### config.mk
export PLATFORM = sky130hd
export DESIGN_NAME = axil_master
export DESIGN_NICKNAME = d
export VERILOG_FILES = /design/src/rtl/axil_master.sv
export SDC_FILE = /design/constraint.sdc
export NUM_CORES = 1
export LEC_CHECK = 0
export ABC_AREA = 1
export BUFFER_PORTS_ARGS = -buffer_cell sky130_fd_sc_hd__buf_2
export CAP_MARGIN = 20
export CORE_MARGIN = 2
export CORE_UTILIZATION = 40
export DETAILED_ROUTE_END_ITERATION = 12
export PLACE_DENSITY = 0.86
export SLEW_MARGIN = 0
export SYNTH_ARGS = -nofsm -noshare
export SYNTH_HDL_FRONTEND = slang
export SYNTH_SLANG_ARGS = --single-unit
### constraint.sdc
create_clock -name clk -period 3.58 [get_ports clk]
set_clock_uncertainty 0.15 [all_clocks]
set_input_delay 0.537 -clock clk [delete_from_list [all_inputs] [get_ports clk]]
set_output_delay 0.537 -clock clk [all_outputs]
set_load 0.01 [all_outputs]
### src/rtl/axil_master.sv
// axil_master: bridges a single-outstanding core memory request port onto an AXI-Lite master
module axil_master #(
  parameter int DATA_WIDTH = 32,
  parameter int ADDR_WIDTH = 32,
  parameter int STRB_WIDTH = DATA_WIDTH/8
) (
  input  logic                  clk,
  input  logic                  rst,
  input  logic                  mem_req_i,
  input  logic                  mem_we_i,
  input  logic [ADDR_WIDTH-1:0] mem_addr_i,
  input  logic [DATA_WIDTH-1:0] mem_wdata_i,
  input  logic [STRB_WIDTH-1:0] mem_wstrb_i,
  output logic                  mem_ready_o,
  output logic [DATA_WIDTH-1:0] mem_rdata_o,
  output logic                  mem_err_o,
  output logic                  mem_busy_o,
  output logic [ADDR_WIDTH-1:0] m_axil_awaddr_o,
  output logic [2:0]            m_axil_awprot_o,
  output logic                  m_axil_awvalid_o,
  input  logic                  m_axil_awready_i,
  output logic [DATA_WIDTH-1:0] m_axil_wdata_o,
  output logic [STRB_WIDTH-1:0] m_axil_wstrb_o,
  output logic                  m_axil_wvalid_o,
  input  logic                  m_axil_wready_i,
  input  logic [1:0]            m_axil_bresp_i,
  input  logic                  m_axil_bvalid_i,
  output logic                  m_axil_bready_o,
  output logic [ADDR_WIDTH-1:0] m_axil_araddr_o,
  output logic [2:0]            m_axil_arprot_o,
  output logic                  m_axil_arvalid_o,
  input  logic                  m_axil_arready_i,
  input  logic [DATA_WIDTH-1:0] m_axil_rdata_i,
  input  logic [1:0]            m_axil_rresp_i,
  input  logic                  m_axil_rvalid_i,
  output logic                  m_axil_rready_o
);
  typedef enum logic [2:0] {IDLE, WR, WR_RESP, RD, RD_RESP} state_t;
  state_t                  state_q, state_d;
  logic [ADDR_WIDTH-1:0]   addr_q, addr_d;
  logic [DATA_WIDTH-1:0]   wdata_q, wdata_d, rdata_q, rdata_d;
  logic [STRB_WIDTH-1:0]   wstrb_q, wstrb_d;
  logic                    awvalid_q, awvalid_d, wvalid_q, wvalid_d, arvalid_q, arvalid_d;
  logic                    bready_q, bready_d, rready_q, rready_d;
  logic                    ready_q, ready_d, err_q, err_d, busy_q;
  // next-state and registered-output logic; SLVERR/DECERR are the responses with bit 1 set
  always_comb begin
    state_d   = state_q;
    addr_d    = addr_q;
    wdata_d   = wdata_q;
    wstrb_d   = wstrb_q;
    rdata_d   = rdata_q;
    awvalid_d = awvalid_q;
    wvalid_d  = wvalid_q;
    arvalid_d = arvalid_q;
    bready_d  = bready_q;
    rready_d  = rready_q;
    ready_d   = 1'b0;
    err_d     = 1'b0;
    case (state_q)
      IDLE: if (mem_req_i && !ready_q) begin
        addr_d    = mem_addr_i;
        wdata_d   = mem_wdata_i;
        wstrb_d   = mem_wstrb_i;
        state_d   = mem_we_i ? WR : RD;
        awvalid_d = mem_we_i;
        wvalid_d  = mem_we_i;
        arvalid_d = !mem_we_i;
      end
      WR: begin
        awvalid_d = awvalid_q && !m_axil_awready_i;
        wvalid_d  = wvalid_q && !m_axil_wready_i;
        if (!awvalid_d && !wvalid_d) begin
          state_d  = WR_RESP;
          bready_d = 1'b1;
        end
      end
      WR_RESP: if (m_axil_bvalid_i) begin
        state_d  = IDLE;
        bready_d = 1'b0;
        ready_d  = 1'b1;
        err_d    = m_axil_bresp_i >= 2'b10;
      end
      RD: if (m_axil_arready_i) begin
        state_d   = RD_RESP;
        arvalid_d = 1'b0;
        rready_d  = 1'b1;
      end
      RD_RESP: if (m_axil_rvalid_i) begin
        state_d  = IDLE;
        rready_d = 1'b0;
        ready_d  = 1'b1;
        err_d    = m_axil_rresp_i >= 2'b10;
        rdata_d  = m_axil_rdata_i;
      end
      default: state_d = IDLE;
    endcase
  end
  // state and output registers; reset discards any in-flight request
  always_ff @(posedge clk) begin
    if (rst) begin
      state_q   <= IDLE;
      addr_q    <= '0;
      wdata_q   <= '0;
      wstrb_q   <= '0;
      rdata_q   <= '0;
      awvalid_q <= 1'b0;
      wvalid_q  <= 1'b0;
      arvalid_q <= 1'b0;
      bready_q  <= 1'b0;
      rready_q  <= 1'b0;
      ready_q   <= 1'b0;
      err_q     <= 1'b0;
      busy_q    <= 1'b0;
    end else begin
      state_q   <= state_d;
      addr_q    <= addr_d;
      wdata_q   <= wdata_d;
      wstrb_q   <= wstrb_d;
      rdata_q   <= rdata_d;
      awvalid_q <= awvalid_d;
      wvalid_q  <= wvalid_d;
      arvalid_q <= arvalid_d;
      bready_q  <= bready_d;
      rready_q  <= rready_d;
      ready_q   <= ready_d;
      err_q     <= err_d;
      busy_q    <= state_d != IDLE;
    end
  end
  assign mem_ready_o      = ready_q;
  assign mem_rdata_o      = rdata_q;
  assign mem_err_o        = err_q;
  assign mem_busy_o       = busy_q;
  assign m_axil_awaddr_o  = addr_q;
  assign m_axil_awprot_o  = 3'b000;
  assign m_axil_awvalid_o = awvalid_q;
  assign m_axil_wdata_o   = wdata_q;
  assign m_axil_wstrb_o   = wstrb_q;
  assign m_axil_wvalid_o  = wvalid_q;
  assign m_axil_bready_o  = bready_q;
  assign m_axil_araddr_o  = addr_q;
  assign m_axil_arprot_o  = 3'b000;
  assign m_axil_arvalid_o = arvalid_q;
  assign m_axil_rready_o  = rready_q;
endmodule

==> metrics.txt <==
Commonest cells post-synth=nor2_1, dfxtp_1, o21ai_0; row count=37; CTS tree=done; clk root buf=clkbuf_8; Worst setup SP type=register; unrepaired setup endpoints after global routing=false; Core ar.=10400 µm²; post-route ant nets=0; setup tns final=0 ps; I/O Pins=259; Synth Flop Type=dfxtp_1; Area Overhead vs Synth=27.6%; Compound-Gate Fraction of Synth Area=0.130; Initial Utilization=0.414; Clock Path Buffers=2; WL per Instance=12.5 µm; met2 Usage GRT=0.313; worst hold path type=in2reg; Die Area=11600 µm²; port bufs=250; vias in the first global route=3704; post-synthesis average cell area=7.82 µm²; All-Layer GR Usage=0.190; critical path class=reg2reg; Die W=108 µm; met1 Track Usage GR=0.231; fraction of registers with async set or reset after synthesis=0; Yosys top cell by area=dfxtp_1; Global Route met3 Usage=0.0630; DR DRC count=0; initial antenna violation count=0; nets=862; Mapped Area=4290 µm²; max-slew violation count=0; post-CTS setup buffers=0; max-cap check violation count=0; Cell Pwr Density=491 nW/µm²; final instance area=5480 µm²; DP Area=5280 µm²; busiest grt layer=met2; worst vdd ir=0.252 mV; Hold Crit Start=mem_wdata_i[31]; hold_buf cts=0; Ys Warns=0; initial drt markers=284; Post-Syn Instances=549; mux cell area share after synthesis=0; Critical Path Fanout Max=35; GR Overflow Total=0; Yosys reg bits=111; period utilization=0.627; DRT Pass-1 Iters=4; H-tree Lvls=3; Layout fillers=1043; post-synth top area share=0.518; flop-to-flop setup slack=1340 ps; Die H=108 µm; Routed Wire Length=11.1 mm; post-synthesis cell type count=23; largest net degree at the start of global routing=56; cell with the most instances after synthesis=nor2_1; Post-Synth Simple-Gate Area=0.223; layout cells sized above 1=0.367; leakage=2.88 nW; outcome=completed; hold path depth=3; # resized after CTS=0; Final Hold Vio Count=0; number of synthesized flops with an enable pin=0; Adder-Cell Fraction of Synth Area=0; main combinational cell family by area after synthesis=simple AND/OR/NAND/NOR gates; max_slew headroom=0.527; HPWL Detailed=7.95 mm; DR vias/cell=4.52; Antenna diodes=0; register area share after synthesis=0.518; RR Startpoint=state_q[1]$_SDFF_PP0_; total CTS buffers=9; global-route wire length before repair=17.5 mm; via count=4023; CTS sink cnt=111; Register-to-Register Path Depth=5; Area contributors post-synth=dfxtp_1, nor2_1, o21ai_0; CTS clk-pin slew, worst paths=110 ps; Arrival @ worst endpoint=2380 ps; setup violators final=0; Fmax=446 MHz; worst slew pin tran=708 ps; reg2reg end=mem_err_o$_SDFF_PP0_; routability congestion estimate from global placement=0.777; crit path time final=2240 ps; crit end category=register; post-synthesis xor/xnor area fraction=0; WHS Endpoint=m_axil_wdata_o[31]$_SDFFE_PP0P_; clock latency on the worst-skew pair=360 ps; Crit path required time=3720 ps
-- layer usage --
layer,share of wire,routed length (µm)
met1,0.43,4740
met4,0.024,263
met2,0.47,5210
met3,0.082,910
met5,0,0
-- cell usage in the layout (no fill, tap or decap), drive strengths merged --
| cell type | instances |
|---|---|
| a21oi | 8 |
| buf | 254 |
| clkbuf | 11 |
| clkinvlp | 2 |
| conb | 6 |
| dfxtp | 111 |
| inv | 17 |
| nand2 | 22 |
| nand3 | 8 |
| nand3b | 1 |
| nand4 | 3 |
| nor2 | 207 |
| nor3 | 1 |
| o21ai | 103 |
-- power by group --
part	internal, W	switching (W)
registers	0.00135	0.0000639
logic	0.000220	0.000326
clock network	0.000306	0.000430
total	0.00187	0.000819
-- logic make-up (layout without fill, tap and decap cells) --
group / after synthesis / in the layout
simple gates: 242 / 242
other cells: 1 / 6
buf+inv: 84 / 284
flops: 111 / 111
compound gates: 111 / 111
-- flip-flops by register name (all words and copies together) (netlist names), 3 cells and up --
| name | count |
|---|---|
| state_q | 3 |
| mem_rdata_o | 32 |
| m_axil_araddr_o | 32 |
| m_axil_wstrb_o | 4 |
| m_axil_wdata_o | 32 |
-- final cells by class --
| type | count | area, µm² | area share |
|---|---|---|---|
| Timing Repair Buffer | 254 | 1290 | 0.236 |
| Inverter | 14 | 52.6 | 0.00959 |
| Tap cell | 136 | 170 | 0.0311 |
| Multi-Input combinational cell | 359 | 1540 | 0.281 |
| Clock buffer | 11 | 151 | 0.0276 |
| Sequential cell | 111 | 2220 | 0.406 |
| Clock inverter | 5 | 48.8 | 0.00891 |
-- stage by stage --
step,utilization,cells,hold slack [ps],setup slack [ps],power [W]
2_1_floorplan,-,554,330,2080,0.00181
3_3_place_gp,0.509,874,300,1270,0.00198
3_5_place_dp,0.509,874,303,1240,0.00199
4_1_cts,0.528,890,211,1330,0.00274
5_1_grt,0.528,890,209,1050,0.00287
6_report,0.528,890,243,1340,0.00269
-- worst max path at each step --
stage | slack, ps | startpoint | endpoint | depth (start not counted)
floorplan | 2080 | rst | m_axil_araddr_o[31]$_SDFFE_PP0P_ | 6
global placement | 1270 | m_axil_rvalid_i | mem_err_o$_SDFF_PP0_ | 5
detailed placement | 1240 | m_axil_rvalid_i | mem_err_o$_SDFF_PP0_ | 5
CTS | 1330 | state_q[1]$_SDFF_PP0_ | mem_err_o$_SDFF_PP0_ | 5
global route | 1050 | state_q[0]$_SDFF_PP0_ | mem_err_o$_SDFF_PP0_ | 5
finish | 1340 | state_q[1]$_SDFF_PP0_ | mem_err_o$_SDFF_PP0_ | 5
-- critical path, stage by stage, from the launching register on --
cell	delay, ps
dfxtp_1	380
nor2_1	180
nand3_2	520
inv_2	690
nand2_1	100
a21oi_1	160
No activity file was read; power rests on OpenSTA's default activity.
